### src/rtl/multicycle_ctrl_if.sv
// Control bundle between the multicycle MIPS main controller and its datapath.
// The controller owns the master modport; the datapath side uses slave.
interface multicycle_ctrl_if;
  logic [5:0] op;
  logic [5:0] funct;
  logic       zero;
  logic       pcen;
  logic       irwrite;
  logic       memwrite;
  logic       regwrite;
  logic       iord;
  logic       memtoreg;
  logic       regdst;
  logic       alusrca;
  logic [1:0] alusrcb;
  logic [1:0] pcsrc;
  logic [2:0] alucontrol;
  logic [3:0] state;
  logic       badop;

  modport master (
    input  op, funct, zero,
    output pcen, irwrite, memwrite, regwrite, iord, memtoreg, regdst,
           alusrca, alusrcb, pcsrc, alucontrol, state, badop
  );

  modport slave (
    output op, funct, zero,
    input  pcen, irwrite, memwrite, regwrite, iord, memtoreg, regdst,
           alusrca, alusrcb, pcsrc, alucontrol, state, badop
  );
endinterface

### src/rtl/multicycle_ctrl.sv
// Moore main controller for a multicycle MIPS datapath (lw/sw/R-type/addi/beq/bne/j).
// Outputs decode from the state register; only pcen also looks at the ALU zero flag.
module multicycle_ctrl (
  input  logic                clk,
  input  logic                reset,
  multicycle_ctrl_if.master   bus
);

  typedef enum logic [3:0] {
    S_FETCH   = 4'd0,
    S_DECODE  = 4'd1,
    S_MEMADR  = 4'd2,
    S_MEMRD   = 4'd3,
    S_MEMWB   = 4'd4,
    S_MEMWR   = 4'd5,
    S_RTYPEEX = 4'd6,
    S_RTYPEWB = 4'd7,
    S_BEQ     = 4'd8,
    S_ADDIEX  = 4'd9,
    S_ADDIWB  = 4'd10,
    S_JUMP    = 4'd11,
    S_BNE     = 4'd12
  } state_t;

  state_t     state_q, state_d;
  logic       badop_q, badop_d;

  logic       pcwrite, irwrite, memwrite, regwrite;
  logic       iord, memtoreg, regdst, alusrca;
  logic [1:0] alusrcb, pcsrc, aluop;
  logic       op_bad, funct_bad;
  logic [2:0] alu_rtype, alucontrol;

  always_ff @(posedge clk or posedge reset) begin
    if (reset) begin
      state_q <= S_FETCH;
      badop_q <= 1'b0;
    end else begin
      state_q <= state_d;
      badop_q <= badop_d;
    end
  end

  always_comb begin
    state_d  = S_FETCH;
    op_bad   = 1'b0;
    pcwrite  = 1'b0;
    irwrite  = 1'b0;
    memwrite = 1'b0;
    regwrite = 1'b0;
    iord     = 1'b0;
    memtoreg = 1'b0;
    regdst   = 1'b0;
    alusrca  = 1'b0;
    alusrcb  = 2'b00;
    pcsrc    = 2'b00;
    aluop    = 2'b00;
    case (state_q)
      S_FETCH: begin
        alusrcb = 2'b01;
        irwrite = 1'b1;
        pcwrite = 1'b1;
        state_d = S_DECODE;
      end
      S_DECODE: begin
        alusrcb = 2'b11;
        case (bus.op)
          6'b100011, 6'b101011: state_d = S_MEMADR;
          6'b000000:            state_d = S_RTYPEEX;
          6'b000100:            state_d = S_BEQ;
          6'b000101:            state_d = S_BNE;
          6'b001000:            state_d = S_ADDIEX;
          6'b000010:            state_d = S_JUMP;
          default:              op_bad  = 1'b1;
        endcase
      end
      S_MEMADR: begin
        alusrca = 1'b1;
        alusrcb = 2'b10;
        state_d = (bus.op == 6'b100011) ? S_MEMRD : S_MEMWR;
      end
      S_MEMRD: begin
        iord    = 1'b1;
        state_d = S_MEMWB;
      end
      S_MEMWB: begin
        memtoreg = 1'b1;
        regwrite = 1'b1;
      end
      S_MEMWR: begin
        iord     = 1'b1;
        memwrite = 1'b1;
      end
      S_RTYPEEX: begin
        alusrca = 1'b1;
        aluop   = 2'b10;
        state_d = S_RTYPEWB;
      end
      S_RTYPEWB: begin
        regdst   = 1'b1;
        regwrite = 1'b1;
      end
      S_BEQ, S_BNE: begin
        alusrca = 1'b1;
        aluop   = 2'b01;
        pcsrc   = 2'b01;
      end
      S_ADDIEX: begin
        alusrca = 1'b1;
        alusrcb = 2'b10;
        state_d = S_ADDIWB;
      end
      S_ADDIWB: regwrite = 1'b1;
      S_JUMP: begin
        pcsrc   = 2'b10;
        pcwrite = 1'b1;
      end
      default: state_d = S_FETCH;
    endcase
  end

  // Unknown funct still executes as add so the writeback completes predictably.
  always_comb begin
    funct_bad = 1'b0;
    case (bus.funct)
      6'b100000: alu_rtype = 3'b010;
      6'b100010: alu_rtype = 3'b110;
      6'b100100: alu_rtype = 3'b000;
      6'b100101: alu_rtype = 3'b001;
      6'b101010: alu_rtype = 3'b111;
      default: begin
        alu_rtype = 3'b010;
        funct_bad = 1'b1;
      end
    endcase
    case (aluop)
      2'b00:   alucontrol = 3'b010;
      2'b01:   alucontrol = 3'b110;
      default: alucontrol = alu_rtype;
    endcase
  end

  assign badop_d = badop_q
                 | (state_q == S_DECODE && op_bad)
                 | (state_q == S_RTYPEEX && funct_bad);

  // Strobes are held off while reset is high even though the state already reads FETCH.
  assign bus.pcen       = ~reset & (pcwrite
                                    | (state_q == S_BEQ && bus.zero)
                                    | (state_q == S_BNE && !bus.zero));
  assign bus.irwrite    = ~reset & irwrite;
  assign bus.memwrite   = ~reset & memwrite;
  assign bus.regwrite   = ~reset & regwrite;
  assign bus.iord       = iord;
  assign bus.memtoreg   = memtoreg;
  assign bus.regdst     = regdst;
  assign bus.alusrca    = alusrca;
  assign bus.alusrcb    = alusrcb;
  assign bus.pcsrc      = pcsrc;
  assign bus.alucontrol = alucontrol;
  assign bus.state      = state_q;
  assign bus.badop      = badop_q;

endmodule

### src/flat_wrapper.sv
// flat-port wrapper written by rule: the top's interface ports become plain ports
module multicycle_ctrl_flat 
  (clk, reset, bus_op, bus_funct, bus_zero, bus_pcen, bus_irwrite, bus_memwrite, bus_regwrite, bus_iord, bus_memtoreg, bus_regdst, bus_alusrca, bus_alusrcb, bus_pcsrc, bus_alucontrol, bus_state, bus_badop);
  multicycle_ctrl_if bus_i ();
  input  logic clk;
  input  logic reset;
  input wire logic [$bits(bus_i.op)-1:0] bus_op;
  input wire logic [$bits(bus_i.funct)-1:0] bus_funct;
  input wire logic [$bits(bus_i.zero)-1:0] bus_zero;
  output wire logic [$bits(bus_i.pcen)-1:0] bus_pcen;
  output wire logic [$bits(bus_i.irwrite)-1:0] bus_irwrite;
  output wire logic [$bits(bus_i.memwrite)-1:0] bus_memwrite;
  output wire logic [$bits(bus_i.regwrite)-1:0] bus_regwrite;
  output wire logic [$bits(bus_i.iord)-1:0] bus_iord;
  output wire logic [$bits(bus_i.memtoreg)-1:0] bus_memtoreg;
  output wire logic [$bits(bus_i.regdst)-1:0] bus_regdst;
  output wire logic [$bits(bus_i.alusrca)-1:0] bus_alusrca;
  output wire logic [$bits(bus_i.alusrcb)-1:0] bus_alusrcb;
  output wire logic [$bits(bus_i.pcsrc)-1:0] bus_pcsrc;
  output wire logic [$bits(bus_i.alucontrol)-1:0] bus_alucontrol;
  output wire logic [$bits(bus_i.state)-1:0] bus_state;
  output wire logic [$bits(bus_i.badop)-1:0] bus_badop;
  assign bus_i.op = bus_op;
  assign bus_i.funct = bus_funct;
  assign bus_i.zero = bus_zero;
  assign bus_pcen = bus_i.pcen;
  assign bus_irwrite = bus_i.irwrite;
  assign bus_memwrite = bus_i.memwrite;
  assign bus_regwrite = bus_i.regwrite;
  assign bus_iord = bus_i.iord;
  assign bus_memtoreg = bus_i.memtoreg;
  assign bus_regdst = bus_i.regdst;
  assign bus_alusrca = bus_i.alusrca;
  assign bus_alusrcb = bus_i.alusrcb;
  assign bus_pcsrc = bus_i.pcsrc;
  assign bus_alucontrol = bus_i.alucontrol;
  assign bus_state = bus_i.state;
  assign bus_badop = bus_i.badop;
  multicycle_ctrl u_core (.clk(clk), .reset(reset), .bus(bus_i));
endmodule
### config.mk
export PLATFORM = sky130hd
export DESIGN_NAME = multicycle_ctrl_flat
export DESIGN_NICKNAME = d
export VERILOG_FILES = /design/src/rtl/multicycle_ctrl_if.sv /design/src/rtl/multicycle_ctrl.sv /design/src/flat_wrapper.sv
export SDC_FILE = /design/constraint.sdc
export NUM_CORES = 1
export LEC_CHECK = 0
export BUFFER_PORTS_ARGS = -buffer_cell sky130_fd_sc_hd__buf_4
export CAP_MARGIN = 15
export CORE_UTILIZATION = 45
export DETAILED_ROUTE_END_ITERATION = 12
export PLACE_DENSITY = 0.93
export SYNTH_ARGS = -nofsm -noshare
export SYNTH_HDL_FRONTEND = slang
export SYNTH_SLANG_ARGS = --single-unit
### constraint.sdc
create_clock -name clk -period 3.9 [get_ports clk]
set_clock_uncertainty 0.1 [all_clocks]
set_input_delay 0.39 -clock clk [delete_from_list [all_inputs] [get_ports clk]]
set_output_delay 0.39 -clock clk [all_outputs]
set_load 0.02 [all_outputs]
==> results.yml <==
worst_setup_path:
  timing_worst_setup_path_type: "flip-flop to output port"
  worst-r2r-cell-count: 3
  critPathArrivalTime_ns: 1.77
  cp.required_ns: 3.41
  start_kind: "flip-flop"
  worstPathMaxFanout: 13
  crit_path_end_kind: "output port"
sta:
  tns_ns: 0
  setup_viol: 0
  worstMarginPinSlew_ns: 0.607
  rsz0062_at_grt: "no"
  max_freq_ghz: 0.443
  finalCriticalPeriod_ns: 2.26
  finalCritPeriodShare_pct: 57.9
  slew_viol_final: 0
  hold_viol_final: 0
  slew_headroom_pct: 59.5
  fin_hold_ws_ns: 0.359
global_routing:
  grt_pass1_wl_um: 2550
  antenna_found_initial: 0
  grt_max_degree: 20
  grt_use_total_pct: 23.5
  grt_overflow: 0
  grt_pass1_vias: 601
power_and_ir_drop:
  powerDensity_nw_per_um2: 379
  p_int_uw: 191
  switching_power_uw: 157
  combPwrFrac_pct: 55.5
  ir_worst_vdd_v: 0.000404
  sw_frac_of_total_pct: 45.2
  p_leak_nw: 0.408
  seqPwrFrac_pct: 27.8
  clock_power_share_pct: 16.7
final_layout:
  n_antenna_cell: 0
  utilization_pct: 69.7
  drive_gt1_share_pct: 37.0
  nNetsFinal: 135
  syn_to_final_growth_pct: 43.4
placement:
  portBuffers: 34
  dp_hpwl_um: 1310
  place_congestion: 0.818
drt:
  via_per_inst: 5.71
  ant_nets: 0
  wl_per_cell_um: 12.7
  drcViolationCount: 0
  wirelength_um: 1710
  drtIter0Drc: 28
  vias: 765
  dr.pass1.iters: 4
logic_synthesis:
  synth-edff-count: 0
  netlist_area_um2: 641
  synth_nets: 99
  yosysTopAreaCell: "dfrtp_1"
  synthCells: 84
  synth_flop_cell: "dfrtp_1"
  yosysSeqAreaShare_pct: 19.5
  synth_area_leaders: "dfrtp_1 (20%), nor3_1 (5.5%), nor2_1 (5.3%)"
  synth_top_area_share_pct: 19.5
  synthArstFlopShare_pct: 100
  syn_area_per_cell_um2: 7.63
  ys_types: 40
  yosys_register_bits: 5
  synth_warnings: 0
job:
  cap_violations: 0
floorplan:
  design.core.area_um2: 1320
  die_h_um: 39.7
  die_w_um: 39.7
  initial_core_util_pct: 48.6
  rows: 13
  io_pins: 35
  dieArea_um2: 1580
clocking:
  post_cts_buffers: 0
  cts-resized-gates: 0
  cts-root-buf: "clkbuf_4"
  clk_pin_slew_worst_paths_ns: 0.04
  cts.sinks: 5
  clk_latency_ns: 0.24
  htree_levels: 1
  ctsHoldBuffers: 1
  cts_made_buffers: 3
  cts_tree: "yes"
  clockBufferDepth: 2
hold_path:
  hold_depth: 4
  hold_class: "input pin to flip-flop"
status:
  outcome: "finished clean"
## metal layers
metal	GRT usage (%)	up-vias	part of all wire (%)	wire [µm]
met5	0	-	0	0
met4	0	0	0	0
met1	29.5	355	44	754
met3	5.11	0	5.4	93
li1	-	381	-	-
met2	42.6	29	50	859
## kinds of logic after synthesis
family / Yosys count / share of synthesized area (%)
buf+inv: 7 / 6.84
simple gates: 49 / 47.9
compound gates: 20 / 21.3
mux: 1 / 1.76
xor+xnor: 2 / 2.73
flops: 5 / 19.5
## final timing paths
path | start | end | slack, ns
max | u_core.bus.state[3]$_DFF_PP0_ | bus_regwrite | 1.64
min in group asynchronous | reset | u_core.bus.state[0]$_DFF_PP0_ | 0.55
max reg2reg | u_core.bus.state[2]$_DFF_PP0_ | u_core.bus.badop$_DFF_PP0_ | 2.33
min | bus_op[4] | u_core.bus.state[3]$_DFF_PP0_ | 0.36
max in group asynchronous | reset | u_core.bus.state[2]$_DFF_PP0_ | 2.98
min reg2reg | u_core.bus.badop$_DFF_PP0_ | u_core.bus.badop$_DFF_PP0_ | 0.47
## stage by stage
step | instance area (µm²) | std cells | setup WS [ns] | power (mW)
after floorplan | 641 | 84 | 1.88 | 0.215
after global placement | 882 | 129 | 2.00 | 0.284
after CTS | 918 | 134 | 1.64 | 0.349
after global routing | 918 | 134 | 1.52 | 0.374
final | 918 | 134 | 1.64 | 0.348
after detailed placement | 882 | 129 | 1.91 | 0.289
## worst max-delay path: stages, from the launching register on
cell     delay [ns]
dfrtp_1        0.59
inv_1          0.22
or3_1          0.42
a21oi_1        0.14
buf_4          0.16
## state kept, by name, summed over array words and instances, names as in the netlist
| register | cells |
|---|---|
| u_core.bus.state | 4 |
| u_core.bus.badop | 1 |
## cell usage after synthesis, drive strengths merged, types with 2 or more instances
library cell	n
o211ai	3
nor2	9
nand2b	5
inv	3
dfrtp	5
nand3	2
o21ai	4
nor4b	2
nand2	6
xor2	2
nor2b	5
nor3	8
a21oi	4
buf	4
and3	2
## layout make-up
cell class | count | area [µm²]
Sequential cell | 5 | 125
Tap cell | 15 | 18.8
Inverter | 3 | 11.3
Multi-Input combinational cell | 72 | 472
Clock buffer | 4 | 26.3
Timing Repair Buffer | 35 | 265
Fill cell | 115 | 399
## cell usage in the layout, fill, tap and decap left out, types with 2 or more instances in the layout
cell,count
o211ai_1,3
nand3_1,2
and3_1,2
nor2b_1,5
buf_4,34
nand2b_1,4
nand2_1,6
o21ai_0,2
o21ai_1,2
a21oi_1,4
xor2_1,2
clkbuf_4,3
nor3_1,7
dfrtp_1,5
inv_1,3
nor2_1,9
## power groups by stage
stage               Clock [mW]  Combinational [mW]  Sequential, mW
global route            0.0638               0.209           0.101
detailed placement           0               0.192          0.0969
CTS                     0.0594               0.194          0.0963
floorplan                    0               0.131          0.0844
global placement             0               0.190          0.0947
finish                  0.0581               0.193          0.0969
Note: power is estimated with default switching activity, not from simulation.
